File: src/rtl/tdm_slave.sv
// TDM slave: 4-slot frame, 1-bit delay after lrck rise, MSB-first W-bit samples.
// All bick-domain inputs are oversampled on clk; serial timing is derived from detected edges.
module tdm_slave #(
  parameter int W         = 16,
  parameter int SLOT_BITS = 32
) (
  input  logic         clk,
  input  logic         rst,
  input  logic         bick,
  input  logic         lrck,
  input  logic         sdin,
  output logic         sdout,
  input  logic [W-1:0] sample_in0,
  input  logic [W-1:0] sample_in1,
  input  logic [W-1:0] sample_in2,
  input  logic [W-1:0] sample_in3,
  output logic [W-1:0] sample_out0,
  output logic [W-1:0] sample_out1,
  output logic [W-1:0] sample_out2,
  output logic [W-1:0] sample_out3,
  output logic         sample_valid,
  output logic         locked,
  output logic         frame_err
);
  localparam int             OW      = (SLOT_BITS > 1) ? $clog2(SLOT_BITS) : 1;
  localparam logic [OW-1:0]  OFF_MAX = OW'(SLOT_BITS - 1);
  localparam logic [31:0]    W32     = 32'(W);

  logic [1:0]          bick_q, lrck_q, sdin_q;
  logic                bick_d, lrck_prev;
  logic                started, sat;
  logic [1:0]          slot;
  logic [OW-1:0]       off;
  logic [3:0][W-1:0]   tx, rx;

  logic                bick_s, lrck_s, sdin_s;
  logic                rise, fall, fs, at_max, in_data, last_rx;
  logic [W-1:0]        tx_word, tx_sh, rx_next;

  assign bick_s  = bick_q[1];
  assign lrck_s  = lrck_q[1];
  assign sdin_s  = sdin_q[1];
  assign rise    = bick_s & ~bick_d;
  assign fall    = ~bick_s & bick_d;
  assign fs      = rise & lrck_s & ~lrck_prev;
  // slot/off together form the bit counter; at_max is count == 4*SLOT_BITS-1
  assign at_max  = (slot == 2'd3) && (off == OFF_MAX);
  assign in_data = 32'(off) < W32;
  assign last_rx = (slot == 2'd3) && (32'(off) == W32 - 32'd1);
  assign tx_word = tx[slot];
  assign tx_sh   = tx_word << off;
  assign rx_next = {rx[slot][W-2:0], sdin_s};

  always_ff @(posedge clk or posedge rst) begin
    if (rst) begin
      bick_q       <= '0;
      lrck_q       <= '0;
      sdin_q       <= '0;
      bick_d       <= 1'b0;
      lrck_prev    <= 1'b0;
      started      <= 1'b0;
      sat          <= 1'b0;
      slot         <= '0;
      off          <= '0;
      tx           <= '0;
      rx           <= '0;
      sdout        <= 1'b0;
      sample_out0  <= '0;
      sample_out1  <= '0;
      sample_out2  <= '0;
      sample_out3  <= '0;
      sample_valid <= 1'b0;
      locked       <= 1'b0;
      frame_err    <= 1'b0;
    end else begin
      bick_q       <= {bick_q[0], bick};
      lrck_q       <= {lrck_q[0], lrck};
      sdin_q       <= {sdin_q[0], sdin};
      bick_d       <= bick_s;
      sample_valid <= 1'b0;
      if (rise) lrck_prev <= lrck_s;

      if (fs) begin
        // this edge is the delay bit; the next rising edge captures slot 0 MSB
        started <= 1'b1;
        sat     <= 1'b0;
        slot    <= '0;
        off     <= '0;
        tx      <= {sample_in3, sample_in2, sample_in1, sample_in0};
        if (started) begin
          if (at_max) begin
            locked <= 1'b1;
          end else begin
            locked    <= 1'b0;
            frame_err <= 1'b1;
          end
        end
      end else if (rise && started && !sat) begin
        if (in_data) rx[slot] <= rx_next;
        if (last_rx && locked) begin
          sample_out0  <= rx[0];
          sample_out1  <= rx[1];
          sample_out2  <= rx[2];
          sample_out3  <= rx_next;
          sample_valid <= 1'b1;
        end
        if (at_max) begin
          sat <= 1'b1;
        end else if (off == OFF_MAX) begin
          off  <= '0;
          slot <= slot + 2'd1;
        end else begin
          off <= off + 1'b1;
        end
      end

      // drive the bit that the master captures on the coming rising edge
      if (fall) sdout <= started && !sat && in_data && tx_sh[W-1];
    end
  end
endmodule

File: config.mk
export PLATFORM = sky130hd
export DESIGN_NAME = tdm_slave
export DESIGN_NICKNAME = d
export VERILOG_FILES = /design/src/rtl/tdm_slave.sv
export SDC_FILE = /design/constraint.sdc
export NUM_CORES = 1
export LEC_CHECK = 0
export BUFFER_PORTS_ARGS = -buffer_cell sky130_fd_sc_hd__buf_2
export CAP_MARGIN = 15
export CORE_ASPECT_RATIO = 0.75
export CORE_UTILIZATION = 35
export CTS_CLUSTER_SIZE = 40
export DETAILED_ROUTE_END_ITERATION = 16
export SLEW_MARGIN = 20
export SYNTH_ARGS = -nofsm -noshare
export SYNTH_HDL_FRONTEND = slang
export SYNTH_SLANG_ARGS = --single-unit
File: constraint.sdc
create_clock -name clk -period 17 [get_ports clk]
set_input_delay 0.85 -clock clk [delete_from_list [all_inputs] [get_ports clk]]
set_output_delay 0.85 -clock clk [all_outputs]
set_load 0.005 [all_outputs]
# ---- After elaboration in Yosys (flattened, before gate mapping)
# Index checks and enable logic that the tools add are counted.
dict set report word_totals {
  word_cells 86
  register_bits 213
  input_bits 69
  out_inout_bits 68
}
dict set report classes {
  order_cmp 3
  n_reduce_logical 20
  shifts 1
  bitwise_logic 9
  eq_ne 4
  add_sub_neg 2
  mux 22
}
# op count
set op_table {}
lappend op_table {{16-bit binary-select mux with 2-bit select} 2}
lappend op_table {{64-bit bitwise mux} 1}
lappend op_table {{16-bit demux with 2-bit select} 1}
lappend op_table {{16-bit 2-to-1 mux} 2}
lappend op_table {{5-bit 2-to-1 mux} 4}
lappend op_table {{16-bit by 5-bit << shifter with 16-bit output} 1}
lappend op_table {{15-bit 2-to-1 mux} 1}
lappend op_table {{3-bit AND reduction} 4}
lappend op_table {{1-bit logical AND} 9}
lappend op_table {{2-bit 2-to-1 mux} 4}
lappend op_table {{1-bit 2-to-1 mux} 7}
lappend op_table {{2-bit AND reduction} 3}
lappend op_table {{2-bit nonzero test} 3}
lappend op_table {{5-bit by 1-bit adder with 5-bit output, second input constant} 1}
lappend op_table {{5-bit by 4-bit equality test with 1-bit output, second input constant} 1}
lappend op_table {{5-bit equality test, second input constant} 1}
lappend op_table {{5-bit < comparator, second input constant} 1}
lappend op_table {{1-bit inverter} 5}
lappend op_table {{1-bit bitwise AND} 4}
lappend op_table {{2-bit by 3-bit < comparator with 1-bit output, second input constant} 1}
lappend op_table {{2-bit by 1-bit adder with 2-bit output, second input constant} 1}
lappend op_table {{2-bit equality test, second input constant} 1}
lappend op_table {{2-bit by 1-bit >= comparator with 1-bit output, second input constant} 1}
lappend op_table {{2-bit != test, second input constant} 1}
lappend op_table {{1-bit logical NOT} 1}

# ---- Longest topological paths before layout
dict set report depth {
  depth_word 6
  depth_mapped 8
  mapped_depth_nobuf 8
}

# ---- Worst setup path before layout
# No wires, ideal clock.
dict set report synth_path {
  path_kind {flip-flop to flip-flop}
  startpoint {register off[0]}
  endpoint {register sample_out0[15]}
  setup_ns 0.128
  path_buffers 2
  arrival_time_ns 1.921
  required_ns 16.872
  stages_incl_launch_ff 8
  period_less_slack_ns 2.049
  path_slack_ns 14.951
  path_cell_list {dfrtp_1 ha_1 and3_1 ha_1 nand4_1 clkbuf_1 buf_2 mux2_1}
}
dict set report synth_via {
  elab_chain_cells 4
}
# element line
set synth_lines {}
lappend synth_lines {{from (decl)} 33} ;# logic [OW-1:0] off;
lappend synth_lines {{from (signal assigned)} 113} ;# off <= off + 1'b1;
lappend synth_lines {{5-bit by 4-bit equality test with 1-bit output} 49} ;# assign last_rx = (slot == 2'd3) && (32'(off) == W32 - 32'd1);
lappend synth_lines {{1-bit logical AND} 49}
lappend synth_lines {{1-bit logical AND} 100} ;# if (last_rx && locked) begin
lappend synth_lines {{3-bit AND reduction (no source line)} n/a}
lappend synth_lines {{to (signal assigned)} 101} ;# sample_out0 <= rx[0];
lappend synth_lines {{to (decl)} 17} ;# output logic [W-1:0] sample_out0,
# No other way between the ends.
# A chain may end at the register's enable or synchronous reset.

# ---- Worst setup path after layout
dict set report layout_path {
  startpoint {register slot[1]}
  endpoint {register rx[60] in the netlist's numbering}
}
dict set report layout_via {
  elab_chain_cells 5
  word_cells_on_any_way 8
  classes_between {order compare: 2; mux: 5; reduce/logical: 1}
}
# element line
set layout_lines {}
lappend layout_lines {{from (decl)} 32} ;# logic [1:0] slot;
lappend layout_lines {{from (signal assigned)} 111} ;# slot <= slot + 2'd1;
lappend layout_lines {{2-bit by 3-bit < comparator with 1-bit output (not written as such) / 2-bit by 1-bit >= comparator with 1-bit output (equally long branches)} 99} ;# if (in_data) rx[slot] <= rx_next;
lappend layout_lines {{1-bit logical AND (not written as such)} 99}
lappend layout_lines {{16-bit 2-to-1 mux (not written as such)} 99}
lappend layout_lines {{16-bit demux with 2-bit select} 99}
lappend layout_lines {{64-bit bitwise mux *} 99}
lappend layout_lines {{to (signal, indexed assignment)} 99}
lappend layout_lines {{to (decl)} 34} ;# logic [3:0][W-1:0] tx, rx;
# Mark *: on every way between the ends. The rest lies on a longest branch, timed or not. The select of a mux whose other input is x is not followed.

==> reports/qor.csv <==
stage,metric,value,unit
clock_network,post_cts_resized,0,
global_routing,met3_usage,0.0306,
sta,slew_violations,0,
logic_synthesis,synth.distinct_cells,38,
cells_and_area,fillers,2303,
setup_path,crit_fanout,35,
logic_synthesis,synthMostInstantiatedCell,dfrtp_1,
drt,wirelength,18900,µm
logic_synthesis,synth_top_area_frac,0.599,
setup_path,crit_path_start_kind,flop,
clock_network,clkSinkCount,212,
job,drv_cap,0,
logic_synthesis,synthTopCellsByCount,"dfrtp_1, mux2_2, mux2_1",
drt,first_pass_iters,10,
cells_and_area,utilization,0.429,
logic_synthesis,ys_seq_area_frac,0.599,
clock_network,cts_tree,built,
setup_path,worstPathArrival,3.12,ns
hold_path,hold_class,reg2reg,
sta,fmax,364,MHz
setup_path,worstPathRequired,17.37,ns
global_routing,grt.met1_usage,0.216,
clock_network,hold_buffers,0,
outcome,failed_checks,design-rule violations,
die,rows,50,
logic_synthesis,synth.ff_latch_count,212,
cells_and_area,drive_gt1_frac,0.503,
place,dp_hpwl,12600,µm
clock_network,clk_pin_slew_worst_paths,0.06,ns
power_and_ir_drop,finalPower,1300,µW
sta,grt_setup_unrepaired,false,
sta,skew,0.0169,ns
logic_synthesis,syn_nets,625,
global_routing,globalRoute.totalOverflow,0,
die,start_util,0.356,
logic_synthesis,synth_area,8860,µm²
logic_synthesis,yosysWarnings,0,
logic_synthesis,synth_edf_count,0,
drt,antenna_violating_nets_post_route,0,
power_and_ir_drop,leakagePower,0.00530,µW
drt,dr_total_vias,5039,
power_and_ir_drop,max-vdd-ir-drop,65.9,µV
setup_path,cp-end-kind,flop,
drt,drc,2,
outcome,status,"finished, violations left",
sta,post-route-period-util,0.161,
logic_synthesis,synthArstFlopShare,1.00,
place,gp_congestion,0.761,
cells_and_area,finalNetCount,761,
cells_and_area,antenna_cells,0,
sta,tightest_slew,0.968,ns
die,fp.coreArea,24900,µm²
global_routing,grt_pass1_wl,31100,µm
setup_path,critPathKind,reg2reg,
clock_network,cts_setup_buffers,0,
power_and_ir_drop,power.density,121,nW/µm²
sta,slew_headroom,0.353,
clock_network,clock_latency,0.50,ns
logic_synthesis,synthFlopType,dfrtp_1,
sta,setup_viol,0,
sta,fin_tns_setup,0,ns
die,dieArea,26000,µm²
drt,drt-initial-drc-count,194,
logic_synthesis,synthCells,549,
place,io_buffer_count,136,
sta,hold_viol,0,
sta,whs,0.353,ns
die,die-height,140,µm
clock_network,cts_root_buffer,clkbuf_16,
drt,vias_per_cell,4.85,
sta,fin_crit,2.75,ns
global_routing,grt_usage,0.151,
drt,post_drt_wl_per_cell,18.1,µm
clock_network,numCtsBuffers,24,
logic_synthesis,synth.largest_area_cell,dfrtp_1,
global_routing,antenna_found_initial,0,
die,fp.dieW,186,µm
clock_network,ctsHtreeMaxLevel,1,
clock_network,clockBufferDepth,3,
global_routing,grt_max_degree,134,
die,pin_count,137,
global_routing,met2_usage,0.235,
cells_and_area,area_growth,20.6,%
logic_synthesis,synthTopCellsByArea,"dfrtp_1, mux2_2, mux2_1",
global_routing,grt_pass1_vias,5624,
global_routing,top_usage_layer,met2,
logic_synthesis,postSynthAreaPerCell,16.1,µm²
## state kept, by name (all words and copies together), names as in the netlist
name	flops
sample_out2	16
tx	64
sample_out1	16
sample_out3	16
lrck_prev	1
started	1
sample_valid	1
sdout	1
sample_out0	16
rx	63
off	5
bick_d	1
lrck_q	2
sdin_q	2
slot	2
sat	1
frame_err	1
locked	1
bick_q	2
## cells by family (layout without fill, tap and decap cells)
logic type,count (synthesis),in the layout,share of synthesized area
buffers and inverters,36,189,0.0184
muxes,230,230,0.332
xor gates and xnor gates,1,1,0.000989
and+or+nand+nor,45,45,0.0260
DFF,212,212,0.599
adders and majority gates,7,7,0.00989
AOI/OAI and AO/OA,18,18,0.0138
## routing by layer
metal  up-vias  part of all wire
met4         0             0.020
met1      2635              0.48
met2       102              0.45
li1       2279                 -
met5         -                 0
met3        23             0.046
## path summary, 6_finish.rpt
| check | startpoint | endpoint | slack (ns) | cells after the start |
|---|---|---|---|---|
| max in group asynchronous | rst | rx[32]$_DFFE_PP0P_ | 15.23 | 3 |
| worst max-delay path | slot[1]$_DFFE_PP0P_ | rx[60]$_DFFE_PP0P_ | 14.25 | 3 |
| worst max register to register | slot[1]$_DFFE_PP0P_ | rx[60]$_DFFE_PP0P_ | 14.25 | 3 |
| worst min-delay path | sdin_q[0]$_DFF_PP0_ | sdin_q[1]$_DFF_PP0_ | 0.35 | 0 |
| min in group asynchronous | rst | slot[1]$_DFFE_PP0P_ | 0.57 | 2 |
| worst min register to register | sdin_q[0]$_DFF_PP0_ | sdin_q[1]$_DFF_PP0_ | 0.35 | 0 |
## layout make-up
| cell class | instances | area, µm² | area share |
|---|---|---|---|
| repair buffers | 140 | 714 | 0.0669 |
| clock inverters | 7 | 85.1 | 0.00796 |
| flip-flops and latches | 212 | 5310 | 0.497 |
| well taps | 338 | 423 | 0.0396 |
| inverters | 6 | 30.0 | 0.00281 |
| multi-input cells | 301 | 3400 | 0.318 |
| clock buffers | 36 | 727 | 0.0680 |
## cells in the final DEF (no fill, tap or decap), types with 6 or more instances in the layout
master and instances:
dfrtp_1 210, mux2_2 144, buf_2 136, mux2_1 49, clkbuf_16 25, mux4_2 24
nand2_1 12, nor2_1 11, mux2i_1 7, ha_1 7, mux4_1 6, clkbuf_8 6
## worst max-delay path, cell delays in order, from the launching register on
cell     delay (ns)
dfrtp_2        0.99
ha_1           0.36
nand3_1        0.70
mux2_2         0.55
## metrics by stage
stage	cells	setup slack (ns)	cell area [µm²]
after detailed placement	997	14.17	9870
after global routing	1040	14.04	10700
after global placement	997	14.21	9870
after CTS	1040	14.13	10700
after floorplan	549	10.36	8860
final	1040	14.25	10700
## power breakdown
part	internal (µW)	switching [µW]
clock	324	196
combinational	95.9	72.4
sequential	567	39.9
total	987	308
Note: power is estimated with default switching activity, not from simulation.
